<file path="config.mk">
export PLATFORM = sky130hd
export DESIGN_NAME = codec_pulse_sync
export DESIGN_NICKNAME = d
export VERILOG_FILES = /design/src/rtl/codec_pulse_sync.sv
export SDC_FILE = /design/constraint.sdc
export NUM_CORES = 1
export LEC_CHECK = 0
export ABC_CLOCK_PERIOD_IN_PS = 3100
export CAP_MARGIN = 20
export CORE_AREA = 2 2 39 41
export CTS_BUF_LIST = sky130_fd_sc_hd__clkbuf_2
export CTS_CLUSTER_SIZE = 12
export DETAILED_ROUTE_END_ITERATION = 7
export DIE_AREA = 0 0 41 43
export PLACE_DENSITY_LB_ADDON = 0.08
export SLEW_MARGIN = 15
export SYNTH_ARGS = -nofsm -noshare
export SYNTH_HDL_FRONTEND = slang
export SYNTH_SLANG_ARGS = --single-unit
</file>
<file path="constraint.sdc">
create_clock -name iclk -period 3.1 [get_ports iclk]
set_input_delay 0.31 -clock iclk [delete_from_list [all_inputs] [get_ports iclk]]
set_output_delay 0.31 -clock iclk [all_outputs]
set_load 0.05 [all_outputs]
</file>
<file path="src/rtl/codec_pulse_sync.sv">
// Resynchronizes an asynchronous event level into the iclk domain and emits
// one-cycle pulses on the selected edge, masked for a while after reset.
module codec_pulse_sync #(
   parameter int unsigned pLENGTH = 3,
   parameter int unsigned pEDGE   = 0
) (
   input  logic iclk,
   input  logic ireset,
   input  logic iclkena,
   input  logic sin,
   output logic sout,
   output logic olevel,
   output logic obusy
);

   localparam int unsigned CNT_W = $clog2(pLENGTH + 2);

   (* ASYNC_REG = "TRUE" *) logic [pLENGTH-1:0] sync;
   logic             prev;
   logic [CNT_W-1:0] cnt;
   logic             busy;
   logic             edge_c;

   // Metastability-hardening chain; only sync[0] samples the async input.
   always_ff @(posedge iclk) begin
      if (ireset) begin
         sync <= '0;
      end else if (iclkena) begin
         sync <= {sync[pLENGTH-2:0], sin};
      end
   end

   always_ff @(posedge iclk) begin
      if (ireset) begin
         prev <= 1'b0;
      end else if (iclkena) begin
         prev <= sync[pLENGTH-1];
      end
   end

   // busy mirrors (cnt != 0) but is kept as its own flop so obusy is registered.
   always_ff @(posedge iclk) begin
      if (ireset) begin
         cnt  <= CNT_W'(pLENGTH + 1);
         busy <= 1'b1;
      end else if (iclkena) begin
         if (cnt != '0) begin
            cnt <= cnt - CNT_W'(1);
         end
         busy <= (cnt > CNT_W'(1));
      end
   end

   always_comb begin
      edge_c = 1'b0;
      if (pEDGE == 0) begin
         edge_c = sync[pLENGTH-1] & ~prev;
      end else if (pEDGE == 1) begin
         edge_c = ~sync[pLENGTH-1] & prev;
      end else begin
         edge_c = sync[pLENGTH-1] ^ prev;
      end
   end

   always_ff @(posedge iclk) begin
      if (ireset) begin
         sout <= 1'b0;
      end else if (iclkena) begin
         sout <= edge_c & ~busy;
      end
   end

   assign olevel = sync[pLENGTH-1];
   assign obusy  = busy;

endmodule

</file>
; After elaboration in Yosys (flattened, before gate mapping)
; Cells that the tools add are included.
[word_totals]
regBits = 9
latchBits = 0
mem_bits_rw = 0
elab_cells = 13
mem_count = 0
output_inout_bits = 3
mem_bits_ro = 0
inputBits = 4
[classes]
bitwise_logic = 4
n_reduce_logical = 2
n_addsub = 1
mul = 0
n_lt_le_gt_ge = 1
eq_ne = 0
div_mod_pow = 0
shift = 0
muxes = 0
[ops]
columns = op, n
row1 = $gt 3x1->1 const B, 1
row2 = $reduce_bool 3->1, 1
row3 = $sub 3x1->3 const B, 1
row4 = $and 1x1->1, 2
row5 = $not 1->1, 2
row6 = $reduce_and 2->1, 1

; Depth between registers and ports, before layout
; Gate-level depths: netlist of the first run.
[logic_depth]
ltp_word = 3
depth_mapped = 5
mapped_depth_nobuf = 5

; Worst setup path after synthesis of the first run
; No wires, ideal clock.
[synth_timing]
kind = reg-to-reg
startpoint = reg cnt[0]
endpoint = reg cnt[0]
path_slack_ps = 1833
t_arrival_ps = 1145
stages_incl_launch_ff = 6
t_required_ps = 2979
setup_ps = 121
n_path_buf = 0
synth_period_minus_slack_ps = 1267
cell_sequence = dfxtp_1 -> inv_1 -> ha_1 -> nand2b_4 -> and2_4 -> mux2_4
[synth_via]
elab_chain_len = 2
elab_cells_between_ends = 3
classes_between = 1 x add/sub / 2 x reduce/logical
[synth_lines]
columns = element, line_no
row1 = from (decl), 20  ; logic [CNT_W-1:0] cnt;
row2 = from (signal assigned), 44  ; cnt <= CNT_W'(pLENGTH + 1);
row3 = from (signal assigned), 48  ; cnt <= cnt - CNT_W'(1);
row4 = branches (longest 2 deep; another with $sub 3x1->3), --
; Several ways; the timed one is not identified.
; A chain may end at the register's enable or synchronous reset.

; Final worst setup path of the first run
[layout_timing]
startpoint = reg sync[2]
endpoint = out olevel
[layout_lines]
columns = element, line_no
row1 = from (decl), 18  ; (* ASYNC_REG = "TRUE" *) logic [pLENGTH-1:0] sync;
row2 = from (signal assigned), 29  ; sync <= {sync[pLENGTH-2:0], sin};
row3 = to (decl), 12  ; output logic olevel,
; No word-level cell between the ends.

==> results.txt, run 1 <==
sequential fraction of the synthesis area - 42.9%
Setup crit end kind - output pin
largest family of logic cells by synthesized area - simple AND/OR/NAND/NOR gates
share of layout cells above drive strength 1 - 18.4%
Final Hold Viols - 0
Worst Path Arrival - 1.44 ns
Required @ worst endpoint - 2.79 ns
YS warnings - 0
xor/xnor share of the synthesized area - 0%
largest net degree at the start of global routing - 12
most frequent cells in the layout - dfxtp_1 (9), nor2_1 (7), clkdlybuf4s50_1 (6), mux2i_1 (5), clkbuf_2 (4)
reg2reg start - cnt[0]$_SDFFE_PP0P_
Adder-Cell Fraction of Synth Area - 8.93%
max_slew headroom - 66.6%
final setup fails - 0
clk root buf - clkbuf_2
Post-Syn Area - 420 um2
LEAKAGE - 0.219 nW
worst-path maximum fanout - 4
Die ar. - 1760 um2
startpoint types - register
drt total wl - 715 um
First DRT Iteration DRCs - 2
Fin Hold WS - 0.497 ns
Area Growth Syn to Fin - 20.8%
status - completed
most common cell after layout, fill and taps aside - dfxtp_1
Synth Area in Simple Gates - 18.5%
placer congestion estimate - 0.576
RSZ-0062 raised after global routing - false
Buffers on Ports - 6
net count after synthesis - 48
critical path cell sequence - clkdlybuf4s50_1
Vias/cell - 4.75
setup_tns - 0 ns
antenna-violating nets left - 0
grt ovf - 0
Nets - 57
number of antenna violations at the first check in global routing - 0
CP Launch Point - sync[2]$_SDFFE_PP0P_
core region area - 1380 um2
Synth Area in Compound Gates - 9.52%
vias in the first global route - 318
drt drc - 0
DIE HEIGHT - 43 um
cts hold-fix bufs - 0
post-CTS setup buffers - 0
final count of pins violating max slew - 0
fmax - 572 MHz
Worst-Margin Slew - 0.499 ns
Slowest cell on crit path - clkdlybuf4s50_1
Initial Util - 30.4%
reported max-cap violation count - 0
CP Buf/Inv Count - 1
Slowest Stage Delay on Critical Path - 0.82 ns
CP Class - register to output pin
HP Start - sync[0]$_SDFFE_PP0P_
Site Rows - 14
Via Count - 309
Largest delay share family, worst path - buffers and inverters
PwrDens - 493 nW/um2
H-tree depth - 1
Post-Layout Cell Count - 65
Synth Instances - 41
Worst Clk Skew - 0.00367 ns
GR Util All Layers - 11.0%
post-synthesis mux area share - 15.5%
DR WL/cell - 11.0 um
number of diodes - 0
Synth cell types - 17
average size of a mapped cell - 10.3 um2
deepest clock path buffer count - 2
Worst-Skew Late Latency - 0.23 ns
Placed Instances - 61
total CTS buffers - 3
first-pass GRT wire length - 1.30 mm
fin crit period - 1.75 ns
# resized after CTS - 0
Max IR drop VDD - 0.182 mV
clock sinks - 9
die width - 41 um
period utilization - 56.4%
synthesized flop and latch total - 9
Design Power - 0.000250 W
clk slew on worst S/H paths - 0.09 ns
IO Count - 7
CTS tree - built
min-delay worst type - register to register
detailed placer's ending HPWL - 547 um
drt pass-1 iters - 2
filler cell count - 148
## state kept, by name (all words and copies together), names as in the netlist
register	cells
sync	3
obusy	1
cnt	3
prev	1
sout	1
## through the flow
step / instance area (um2) / util [%] / setup slack (ns)
2_1_floorplan: 420 / - / 1.83
3_3_place_gp: 488 / 35.3 / 1.42
3_5_place_dp: 488 / 35.3 / 1.38
4_1_cts: 508 / 36.7 / 1.32
5_1_grt: 508 / 36.7 / 1.26
6_report: 508 / 36.7 / 1.35
## kinds of logic (layout without fill, tap and decap cells)
kind of cell,Yosys count,in the layout
adder cells (fa/ha/maj),3,3
multiplexers,6,6
buffers and inverters,4,12
AO/OA/AOI/OAI,5,5
flip-flops,9,9
AND/OR/NAND/NOR,14,14
## worst paths after layout
kind	endpoint	slack, ns	cells past startpoint
worst max-delay path	olevel	1.35	1
worst max register to register	cnt[0]$_SDFFE_PP0P_	1.75	5
worst min-delay path	sync[0]$_SDFFE_PP0P_	0.50	2
worst min register to register	sync[0]$_SDFFE_PP0P_	0.50	2
## cell type report
| type | count | area [um2] | area share [%] |
|---|---|---|---|
| clock buffers | 4 | 20.0 | 3.94 |
| flip-flops and latches | 9 | 180 | 35.5 |
| well taps | 16 | 20.0 | 3.94 |
| multi-input cells | 28 | 220 | 43.3 |
| repair buffers | 6 | 60.1 | 11.8 |
| inverters | 2 | 7.51 | 1.48 |
## cell usage after synthesis
library cell	instances	share of area (%)
nor3_1	2	2.4
a211o_2	1	2.4
buf_4	1	1.8
and2_4	1	2.1
inv_1	2	1.8
mux2i_1	5	12
nor2_1	7	6.3
buf_2	1	1.2
ha_1	3	8.9
nand2_1	1	0.89
a21oi_1	2	2.4
mux2_4	1	3.6
nand2b_4	1	3.3
nor3b_1	2	3.6
a211oi_2	1	3.0
o21bai_1	1	1.8
dfxtp_1	9	43
## power by group
group / switching [W] / internal [W] / total, W
clock network: 0.0000386 / 0.0000343 / 0.0000729
logic: 0.0000238 / 0.0000247 / 0.0000484
registers: 0.00000593 / 0.000123 / 0.000129
## per-layer routing
metal	part of all wire, %	GRT usage, %	routed length [um]
met1	47	12.3	335
met2	49	16.3	353
met3	2.9	5.24	21
met4	0.70	6.00	5
met5	0	0	0
## tightest hold or removal path: stages (launching register included)
cell and delay (ns):
dfxtp_1 0.33, mux2i_1 0.06, nor2_1 0.07
Power figures use the tool's default switching activity.
==> inputs of run 2 (changes only) <==
- ABC_CLOCK_PERIOD_IN_PS: 3100 -> 1700
- clock period: 3.1 -> 1.7 ns (I/O delays scaled with it)
==> run 2 against run 1 <==
Net effect:
- clock power grew 82%
- worst hold slack better by 0.012 ns
- power grew 83%
- die area stayed put
- global-route usage grew 0.23 points
- utilization up 0.36 points
- first-iteration DRC count did not move
- combinational power is 84% higher
- flip-flop and latch count did not move
- clock skew fell by 0.0012 ns
- largest power group unchanged
==> results.txt, run 2 (synthesis gave the netlist of run 1 again) <==
status - completed (unchanged)
first-pass GRT wire length - 1.27 mm (was 1.30 mm)
LEAKAGE - 0.226 nW (was 0.219 nW)
clk root buf - clkbuf_2 (unchanged)
setup_tns - 0 ns (unchanged)
drt drc - 0 (unchanged)
share of layout cells above drive strength 1 - 22.0% (was 18.4%)
largest net degree at the start of global routing - 12 (unchanged)
final setup fails - 0 (unchanged)
Site Rows - 14 (unchanged)
reported max-cap violation count - 0 (unchanged)
Final Hold Viols - 0 (unchanged)
Gate power share - 19.5% (was 19.3%)
Via Count - 300 (was 309)
period utilization - 92.8%
CTS tree - built (unchanged)
Slowest Stage Delay on Critical Path - 0.81 ns (was 0.82 ns)
Vias/cell - 4.55 (was 4.75)
worst-path maximum fanout - 3 (was 4)
Largest delay share family, worst path - buffers and inverters (unchanged)
cell-internal power - 0.000333 W (was 0.000182 W)
Flop pwr share - 51.5% (about the same)
Setup crit end kind - output pin (unchanged)
# resized after CTS - 0 (unchanged)
number of antenna violations at the first check in global routing - 0 (unchanged)
Worst Clk Skew - 0.00249 ns (was 0.00367 ns)
total CTS buffers - 3 (unchanged)
post-CTS setup buffers - 0 (unchanged)
detailed placer's ending HPWL - 571 um (was 547 um)
deepest clock path buffer count - 2 (unchanged)
most frequent cells in the layout - dfxtp_1 (9), nor2_1 (7), mux2i_1 (5), clkdlybuf4s50_1 (5), clkbuf_2 (4) (was dfxtp_1 (9), nor2_1 (7), clkdlybuf4s50_1 (6), mux2i_1 (5), clkbuf_2 (4))
Largest regs - cnt: 3 flops, sync: 3 flops (unchanged)
clk slew on worst S/H paths - 0.09 ns (about the same)
vias in the first global route - 314 (was 318)
max_slew headroom - 66.9% (was 66.6%)
startpoint types - register (unchanged)
antenna-violating nets left - 0 (unchanged)
placer congestion estimate - 0.583 (was 0.576)
number of diodes - 0 (unchanged)
Fin Hold WS - 0.509 ns (was 0.497 ns)
reg-to-reg setup timing slack - 0.36 ns (was 1.75 ns)
Max IR drop VDD - 0.314 mV (was 0.182 mV)
Worst-Margin Slew - 0.495 ns (was 0.499 ns)
Worst-Skew Late Latency - 0.23 ns (about the same)
Hold Path Depth - 2 (unchanged)
Buffers on Ports - 6 (unchanged)
First DRT Iteration DRCs - 2 (unchanged)
DIE HEIGHT - 43 um (unchanged)
CP Class - register to output pin (unchanged)
most common cell after layout, fill and taps aside - dfxtp_1 (unchanged)
Sw Share - 27.2% (was 27.3%)
cts hold-fix bufs - 0 (unchanged)
PwrDens - 891 nW/um2 (was 493 nW/um2)
grt ovf - 0 (unchanged)
Die ar. - 1760 um2 (unchanged)
min-delay worst type - register to register (unchanged)
fin crit period - 1.58 ns
clock sinks - 9 (unchanged)
DR WL/cell - 10.8 um (was 11.0 um)
IO Count - 7 (unchanged)
fmax - 634 MHz
Area Growth Syn to Fin - 22.0% (was 20.8%)
Worst Path Arrival - 1.41 ns (was 1.44 ns)
Clock Power Share - 29.0% (was 29.1%)
critical path cell sequence - clkdlybuf4s50_1 (unchanged)
H-tree depth - 1 (unchanged)
Slowest cell on crit path - clkdlybuf4s50_1 (unchanged)
drt total wl - 716 um (was 715 um)
CP Buf/Inv Count - 1 (unchanged)
GR Util All Layers - 11.2% (was 11.0%)
Required @ worst endpoint - 1.53 ns (was 2.79 ns)
Initial Util - 30.4% (unchanged)
Switching Power - 0.000124 W (was 0.0000683 W)
die width - 41 um (unchanged)
critical path depth - 1 (unchanged)
RSZ-0062 raised after global routing - false (unchanged)
Reg2Reg Depth - 5 (unchanged)
Nets - 58 (was 57)
core region area - 1380 um2 (unchanged)
final count of pins violating max slew - 0 (unchanged)
drt pass-1 iters - 3 (was 2)
==> run 2: changes by cell type in the layout (fill, tap and decap cells not counted) <==
cell,delta
buf_4,+2
clkdlybuf4s50_1,-1
==> run 2: final cells by class <==
class	count	area, um2
flip-flops and latches	9	180
well taps	16	20.0
fillers	149	871
multi-input cells	28	220
inverters	2	7.51
repair buffers	7	65.1
clock buffers	4	20.0
==> run 2: worst paths after layout <==
check | startpoint | to
max | obusy$_SDFFE_PP1P_ | obusy
min reg2reg | sync[0]$_SDFFE_PP0P_ | sync[0]$_SDFFE_PP0P_
min | sync[0]$_SDFFE_PP0P_ | sync[0]$_SDFFE_PP0P_
max reg2reg | cnt[0]$_SDFFE_PP0P_ | cnt[0]$_SDFFE_PP0P_
==> run 2: power by group through the flow <==
stage	logic, W	clock network (W)	registers (W)
floorplan	0.0000655	0	0.000244
global placement	0.0000884	0	0.000240
detailed placement	0.0000908	0	0.000241
CTS	0.0000910	0.000140	0.000236
global route	0.0000984	0.000154	0.000238
finish	0.0000892	0.000133	0.000235
==> run 2: through the flow <==
step	utilization (%)	setup WS [ns]	cells	total power, W	cell area, um2
floorplan	-	0.433	41	0.000309	420
global placement	35.6	0.253	62	0.000328	493
detailed placement	35.6	0.253	62	0.000331	493
CTS	37.1	0.106	66	0.000466	513
global route	37.1	0.0579	66	0.000491	513
finish	37.1	0.122	66	0.000457	513
==> run 2: tightest hold or removal path, delay by kind of cell, from the launching register on <==
family,cells,cell delay [ns]
DFF,1,0.34
muxes,1,0.06
and+or+nand+nor,1,0.07
==> run 2: layer usage <==
metal / up-vias / share of wire, % / global-route usage, %
met1: 140 / 45 / 13.7
li1: 155 / - / -
met5: - / 0 / 0
met3: 2 / 3.9 / 4.71
met2: 3 / 49 / 15.0
met4: 0 / 2.0 / 8.00
